`config.mk`:
```
export PLATFORM = sky130hd
export DESIGN_NAME = ref_row_fetch
export DESIGN_NICKNAME = d
export VERILOG_FILES = /design/src/rtl/ref_row_fetch_pkg.sv /design/src/rtl/ref_addr_gen.sv /design/src/rtl/ref_row_fetch.sv
export SDC_FILE = /design/constraint.sdc
export NUM_CORES = 1
export LEC_CHECK = 0
export BUFFER_PORTS_ARGS = -buffer_cell sky130_fd_sc_hd__buf_2
export CAP_MARGIN = 20
export CORE_MARGIN = 4
export CORE_UTILIZATION = 54
export DETAILED_ROUTE_END_ITERATION = 12
export MAX_ROUTING_LAYER = met4
export PLACE_DENSITY = 0.86
export SKIP_LAST_GASP = 1
export SYNTH_ARGS = -nofsm -noshare
export SYNTH_HDL_FRONTEND = slang
export SYNTH_SLANG_ARGS = --single-unit
```
`constraint.sdc`:
```
create_clock -name clock -period 6.3 [get_ports clock]
set_clock_uncertainty 0.15 [all_clocks]
set_input_delay 1.26 -clock clock [delete_from_list [all_inputs] [get_ports clock]]
set_output_delay 1.26 -clock clock [all_outputs]
set_load 0.01 [all_outputs]
```
`src/rtl/ref_row_fetch_pkg.sv`:
```
// Shared types and constants for the reference-row fetch path and the window shift register.
package ref_row_fetch_pkg;

  localparam int unsigned ROWS_DEFAULT = 15;
  localparam int unsigned ROW_W        = 64;
  localparam int unsigned CNT_W        = 4;

  typedef enum logic [1:0] {
    StIdle,
    StFetch,
    StPad,
    StFin
  } state_e;

  // Rows actually read from memory: 0 means one row, anything past the window is the window.
  function automatic logic [CNT_W-1:0] clamp_rows(input logic [CNT_W-1:0] v,
                                                  input int unsigned      rows);
    if (v == '0) return CNT_W'(1);
    if (32'(v) > rows) return CNT_W'(rows);
    return v;
  endfunction

endpackage

```
`src/rtl/ref_addr_gen.sv`:
```
// Running read address, request counter and outstanding-read throttle for ref_row_fetch.
module ref_addr_gen
  import ref_row_fetch_pkg::*;
#(
  parameter int unsigned ADDR_W  = 32,
  parameter int unsigned MAX_OUT = 4
) (
  input  logic              clock,
  input  logic              reset_L,
  input  logic              load,
  input  logic [ADDR_W-1:0] base_addr,
  input  logic [ADDR_W-1:0] stride,
  input  logic              fetching,
  input  logic [CNT_W-1:0]  n_fetch,
  input  logic [CNT_W-1:0]  rsp_cnt,
  input  logic              mem_gnt,
  output logic              mem_req,
  output logic [ADDR_W-1:0] mem_addr
);

  logic [ADDR_W-1:0] addr_q, addr_d;
  logic [CNT_W-1:0]  req_cnt_q, req_cnt_d;
  logic [CNT_W-1:0]  outstanding;

  assign outstanding = req_cnt_q - rsp_cnt;
  // Decoded from registers only, so it is stable for the whole cycle until granted.
  assign mem_req  = fetching && (req_cnt_q < n_fetch) && (32'(outstanding) < MAX_OUT);
  assign mem_addr = addr_q;

  always_comb begin
    addr_d    = addr_q;
    req_cnt_d = req_cnt_q;
    if (load) begin
      addr_d    = base_addr;
      req_cnt_d = '0;
    end else if (mem_req && mem_gnt) begin
      addr_d    = addr_q + stride;
      req_cnt_d = req_cnt_q + CNT_W'(1);
    end
  end

  always_ff @(posedge clock or negedge reset_L) begin
    if (!reset_L) begin
      addr_q    <= '0;
      req_cnt_q <= '0;
    end else begin
      addr_q    <= addr_d;
      req_cnt_q <= req_cnt_d;
    end
  end

endmodule

```
`src/rtl/ref_row_fetch.sv`:
```
// Fetches a window of reference rows and strobes them into the window shift register.
// Optional bottom-edge padding is enabled with the ROW_PAD_EN macro.
module ref_row_fetch
  import ref_row_fetch_pkg::*;
#(
  parameter int unsigned ADDR_W  = 32,
  parameter int unsigned MAX_OUT = 4,
  parameter int unsigned ROWS    = ROWS_DEFAULT
) (
  input  logic              clock,
  input  logic              reset_L,
  input  logic              start,
  input  logic [ADDR_W-1:0] base_addr,
  input  logic [ADDR_W-1:0] stride,
  input  logic [3:0]        valid_rows,
  output logic              busy,
  output logic              done,
  output logic              mem_req,
  output logic [ADDR_W-1:0] mem_addr,
  input  logic              mem_gnt,
  input  logic              mem_rvalid,
  input  logic [ROW_W-1:0]  mem_rdata,
  output logic [ROW_W-1:0]  row_data,
  output logic              row_load_L,
  output logic [3:0]        row_idx
);

  localparam logic [CNT_W-1:0] ROWS_C = CNT_W'(ROWS);

  state_e           state_q, state_d;
  logic [CNT_W-1:0] rsp_cnt_q, rsp_cnt_d;
  logic [CNT_W-1:0] n_fetch_q, n_fetch_new;
  logic [CNT_W-1:0] row_idx_q, row_idx_d;
  logic [ROW_W-1:0] row_data_q, row_data_d;
  logic             row_load_L_q, row_load_L_d;
  logic             busy_q, done_q;
  logic             start_ok;

  assign start_ok = start && (state_q == StIdle);

`ifdef ROW_PAD_EN
  assign n_fetch_new = clamp_rows(valid_rows, ROWS);
`else
  logic unused_valid_rows;
  assign unused_valid_rows = ^valid_rows;
  assign n_fetch_new       = ROWS_C;
`endif

  ref_addr_gen #(
    .ADDR_W  (ADDR_W),
    .MAX_OUT (MAX_OUT)
  ) u_addr_gen (
    .clock     (clock),
    .reset_L   (reset_L),
    .load      (start_ok),
    .base_addr (base_addr),
    .stride    (stride),
    .fetching  (state_q == StFetch),
    .n_fetch   (n_fetch_q),
    .rsp_cnt   (rsp_cnt_q),
    .mem_gnt   (mem_gnt),
    .mem_req   (mem_req),
    .mem_addr  (mem_addr)
  );

  always_comb begin
    state_d      = state_q;
    rsp_cnt_d    = rsp_cnt_q;
    row_data_d   = row_data_q;
    row_idx_d    = row_idx_q;
    row_load_L_d = 1'b1;
    unique case (state_q)
      StIdle: begin
        if (start) begin
          state_d   = StFetch;
          rsp_cnt_d = '0;
        end
      end
      StFetch: begin
        if (rsp_cnt_q == ROWS_C) begin
          state_d = StFin;
        end else if (rsp_cnt_q == n_fetch_q) begin
          // First padded row goes out on the transition so strobes stay back to back.
          state_d      = StPad;
          row_load_L_d = 1'b0;
          row_idx_d    = rsp_cnt_q;
          rsp_cnt_d    = rsp_cnt_q + CNT_W'(1);
        end else if (mem_rvalid) begin
          row_data_d   = mem_rdata;
          row_idx_d    = rsp_cnt_q;
          row_load_L_d = 1'b0;
          rsp_cnt_d    = rsp_cnt_q + CNT_W'(1);
        end
      end
      StPad: begin
        if (rsp_cnt_q == ROWS_C) begin
          state_d = StFin;
        end else begin
          row_load_L_d = 1'b0;
          row_idx_d    = rsp_cnt_q;
          rsp_cnt_d    = rsp_cnt_q + CNT_W'(1);
        end
      end
      StFin:   state_d = StIdle;
      default: state_d = StIdle;
    endcase
  end

  always_ff @(posedge clock or negedge reset_L) begin
    if (!reset_L) begin
      state_q      <= StIdle;
      rsp_cnt_q    <= '0;
      n_fetch_q    <= '0;
      row_data_q   <= '0;
      row_idx_q    <= '0;
      row_load_L_q <= 1'b1;
      busy_q       <= 1'b0;
      done_q       <= 1'b0;
    end else begin
      state_q      <= state_d;
      rsp_cnt_q    <= rsp_cnt_d;
      row_data_q   <= row_data_d;
      row_idx_q    <= row_idx_d;
      row_load_L_q <= row_load_L_d;
      busy_q       <= (state_d != StIdle);
      done_q       <= (state_d == StFin);
      if (start_ok) n_fetch_q <= n_fetch_new;
    end
  end

  assign busy       = busy_q;
  assign done       = done_q;
  assign row_data   = row_data_q;
  assign row_load_L = row_load_L_q;
  assign row_idx    = row_idx_q;

endmodule

```
==> impl_metrics.toml <==
[critical_path]
start_kind = "flop"
endpoint_kind = "output port"
required_ns = 4.89
critical_path_class = "flop to output port"
crit_fanout = 5
arrival_ns = 2.18

[finish]
final_area_um2 = 8440
area_delta_synth_final_pct = 30.0
layout-drive-gt1-share = 0.398
n_antenna_cell = 0
fin_nets = 1057

[floorplanning]
row_count = 39
fp.coreArea_um2 = 11600
dieHeight_um = 118
dieWidth_um = 118
die_area_um2 = 13800
start_util = 0.559
ioPinCount = 241

[drt]
drt_iter0_drc = 446
vias = 5811
ant_nets = 0
drc_errors = 0
viasPerCell = 5.63
routedWlPerCell_um = 17.8
wl_mm = 18.4
firstDrtPassIters = 5

[clock_network]
numCtsBuffers = 17
post-cts-setup-buffer-count = 0
clock_sinks = 114
clk_pin_slew_ns = 0.05
cts_resized = 0
tritoncts = "built"
clock_path_buffers = 2
holdBufCountCts = 0
insertion_delay_ns = 0.41
htree_levels = 4
cts-root-buf = "clkbuf_16"

[job]
drv_cap = 0

[timing]
setup_viol = 0
tightestPinTransition_ns = 0.779
period_minus_slack_ns = 3.59
finalMaxSlewViolations = 0
fmax_mhz = 279
final.setup.tns_ns = 0
period_share = 0.570
hold_violations = 0
timing.hold.ws_ns = 0.350
rsz0062_at_grt = "no"
slew_headroom = 0.481

[synthesis]
yosysSeqAreaShare = 0.439
synthCells = 643
synth_cell_type_count = 54
synth_nets = 824
synth_edf_count = 0
ys_async_sr_fraction = 1.00
synth-seq-cells = 114
ys.flop_type = "dfrtp_1"
ys_warn_count = 0
synth_area_um2 = 6490
synth.avg_cell_area_um2 = 10.1

[placed_design]
place_hpwl_mm = 13.5
portBuffers = 236
postPlaceCellArea_um2 = 7810
gp_congestion = 0.880

[global_route]
antenna_found_initial = 0
grt_usage = 0.277
grt_max_degree = 65
grt_pass1_vias = 5967
overflow = 0
grt_pass1_wl_mm = 30.3

[run_status]
status = "completed"

[hold_path]
hold_class = "flop to flop"

[power]
power_density_nw_per_um2 = 556
peakVddDrop_uv = 319
p_leak_nw = 4.11
critical path, cell delays in order, from the launching register on:
cell     delay (ns)
dfrtp_1        0.41
inv_1          0.11
ha_1           0.33
nor2_1         0.17
xnor2_1        0.10
nor3b_2        0.30
o211a_1        0.20
buf_2          0.15
final timing paths:
kind / from / endpoint / slack (ns) / cells past startpoint
worst max-delay path: rsp_cnt_q[2] / mem_req / 2.71 / 7
worst min register to register: row_data[36] / row_data[36] / 0.35 / 1
min in group asynchronous: reset_L / row_data[37] / 0.77 / 1
worst min-delay path: row_data[36] / row_data[36] / 0.35 / 1
worst max register to register: rsp_cnt_q[2] / u_addr_gen.mem_addr[28] / 3.38 / 11
max in group asynchronous: reset_L / row_data[23] / 4.05 / 2
cell usage after synthesis (12+ instances only):
cell type / instances / share of area
dfrtp_1: 113 / 0.44
a21oi_1: 66 / 0.051
mux2_2: 66 / 0.11
nand2_1: 57 / 0.033
nor2_1: 45 / 0.026
ha_1: 43 / 0.083
o21ai_0: 38 / 0.029
o21ai_1: 20 / 0.015
xnor2_1: 20 / 0.027
clkbuf_1: 15 / 0.0087
a21o_1: 13 / 0.015
inv_1: 13 / 0.0075
a31oi_1: 12 / 0.012
xor2_1: 12 / 0.016
metal layers:
layer	track usage	part of all wire	vias up
met5	-	0	-
li1	-	-	2782
met4	0.105	0.030	0
met1	0.315	0.39	2742
met2	0.473	0.51	239
met3	0.0697	0.062	48
registers in the layout (all words and copies together), names as in the netlist:
name                  count
row_data                 64
u_addr_gen.mem_addr      32
row_idx                   4
rsp_cnt_q                 4
u_addr_gen.req_cnt_q      4
state_q                   2
busy                      1
done                      1
n_fetch_q                 1
row_load_L                1
where the power goes:
| part | internal (mW) | switching [mW] | leakage (nW) |
|---|---|---|---|
| Combinational | 1.05 | 1.32 | 2.44 |
| Clock | 0.684 | 0.346 | 0.303 |
| Sequential | 1.08 | 0.212 | 1.36 |
layout by cell type (no fill, tap or decap), drive strengths merged, types with 5 or more instances in the layout:
master and instances:
a31oi 13, nand2b 5, nand2 59, buf 242, xor2 12, a21oi 66
and2 6, inv 15, nand4 6, and3 11, clkbuf 20, a211oi 5
a21o 13, nand3 11, nor3 7, o21ai 58, mux2 66, ha 43
dfrtp 113, nor2 45, xnor2 20
through the flow:
| stage | power, mW | std cells | worst slack (ns) | utilization |
|---|---|---|---|---|
| 2_1_floorplan | 2.89 | 643 | 2.95 | - |
| 3_3_place_gp | 3.57 | 1000 | 2.59 | 0.672 |
| 3_5_place_dp | 3.64 | 1000 | 2.58 | 0.672 |
| 4_1_cts | 4.71 | 1032 | 2.68 | 0.727 |
| 5_1_grt | 5.03 | 1032 | 2.58 | 0.727 |
| 6_report | 4.69 | 1032 | 2.71 | 0.727 |
cell families after synthesis:
group | share of synthesized area
buffers and inverters | 0.0260
muxes | 0.119
DFF | 0.439
xor gates and xnor gates | 0.0432
adders and majority gates | 0.0859
and+or+nand+nor | 0.113
AOI/OAI and AO/OA | 0.173
cell type report:
class | count | area [µm²]
Timing Repair Buffer | 242 | 1230
Clock buffer | 20 | 457
Tap cell | 143 | 179
Inverter | 13 | 48.8
Sequential cell | 114 | 2850
Clock inverter | 12 | 179
Multi-Input combinational cell | 488 | 3500
Fill cell | 830 | 3170
Power figures use the tool's default switching activity.
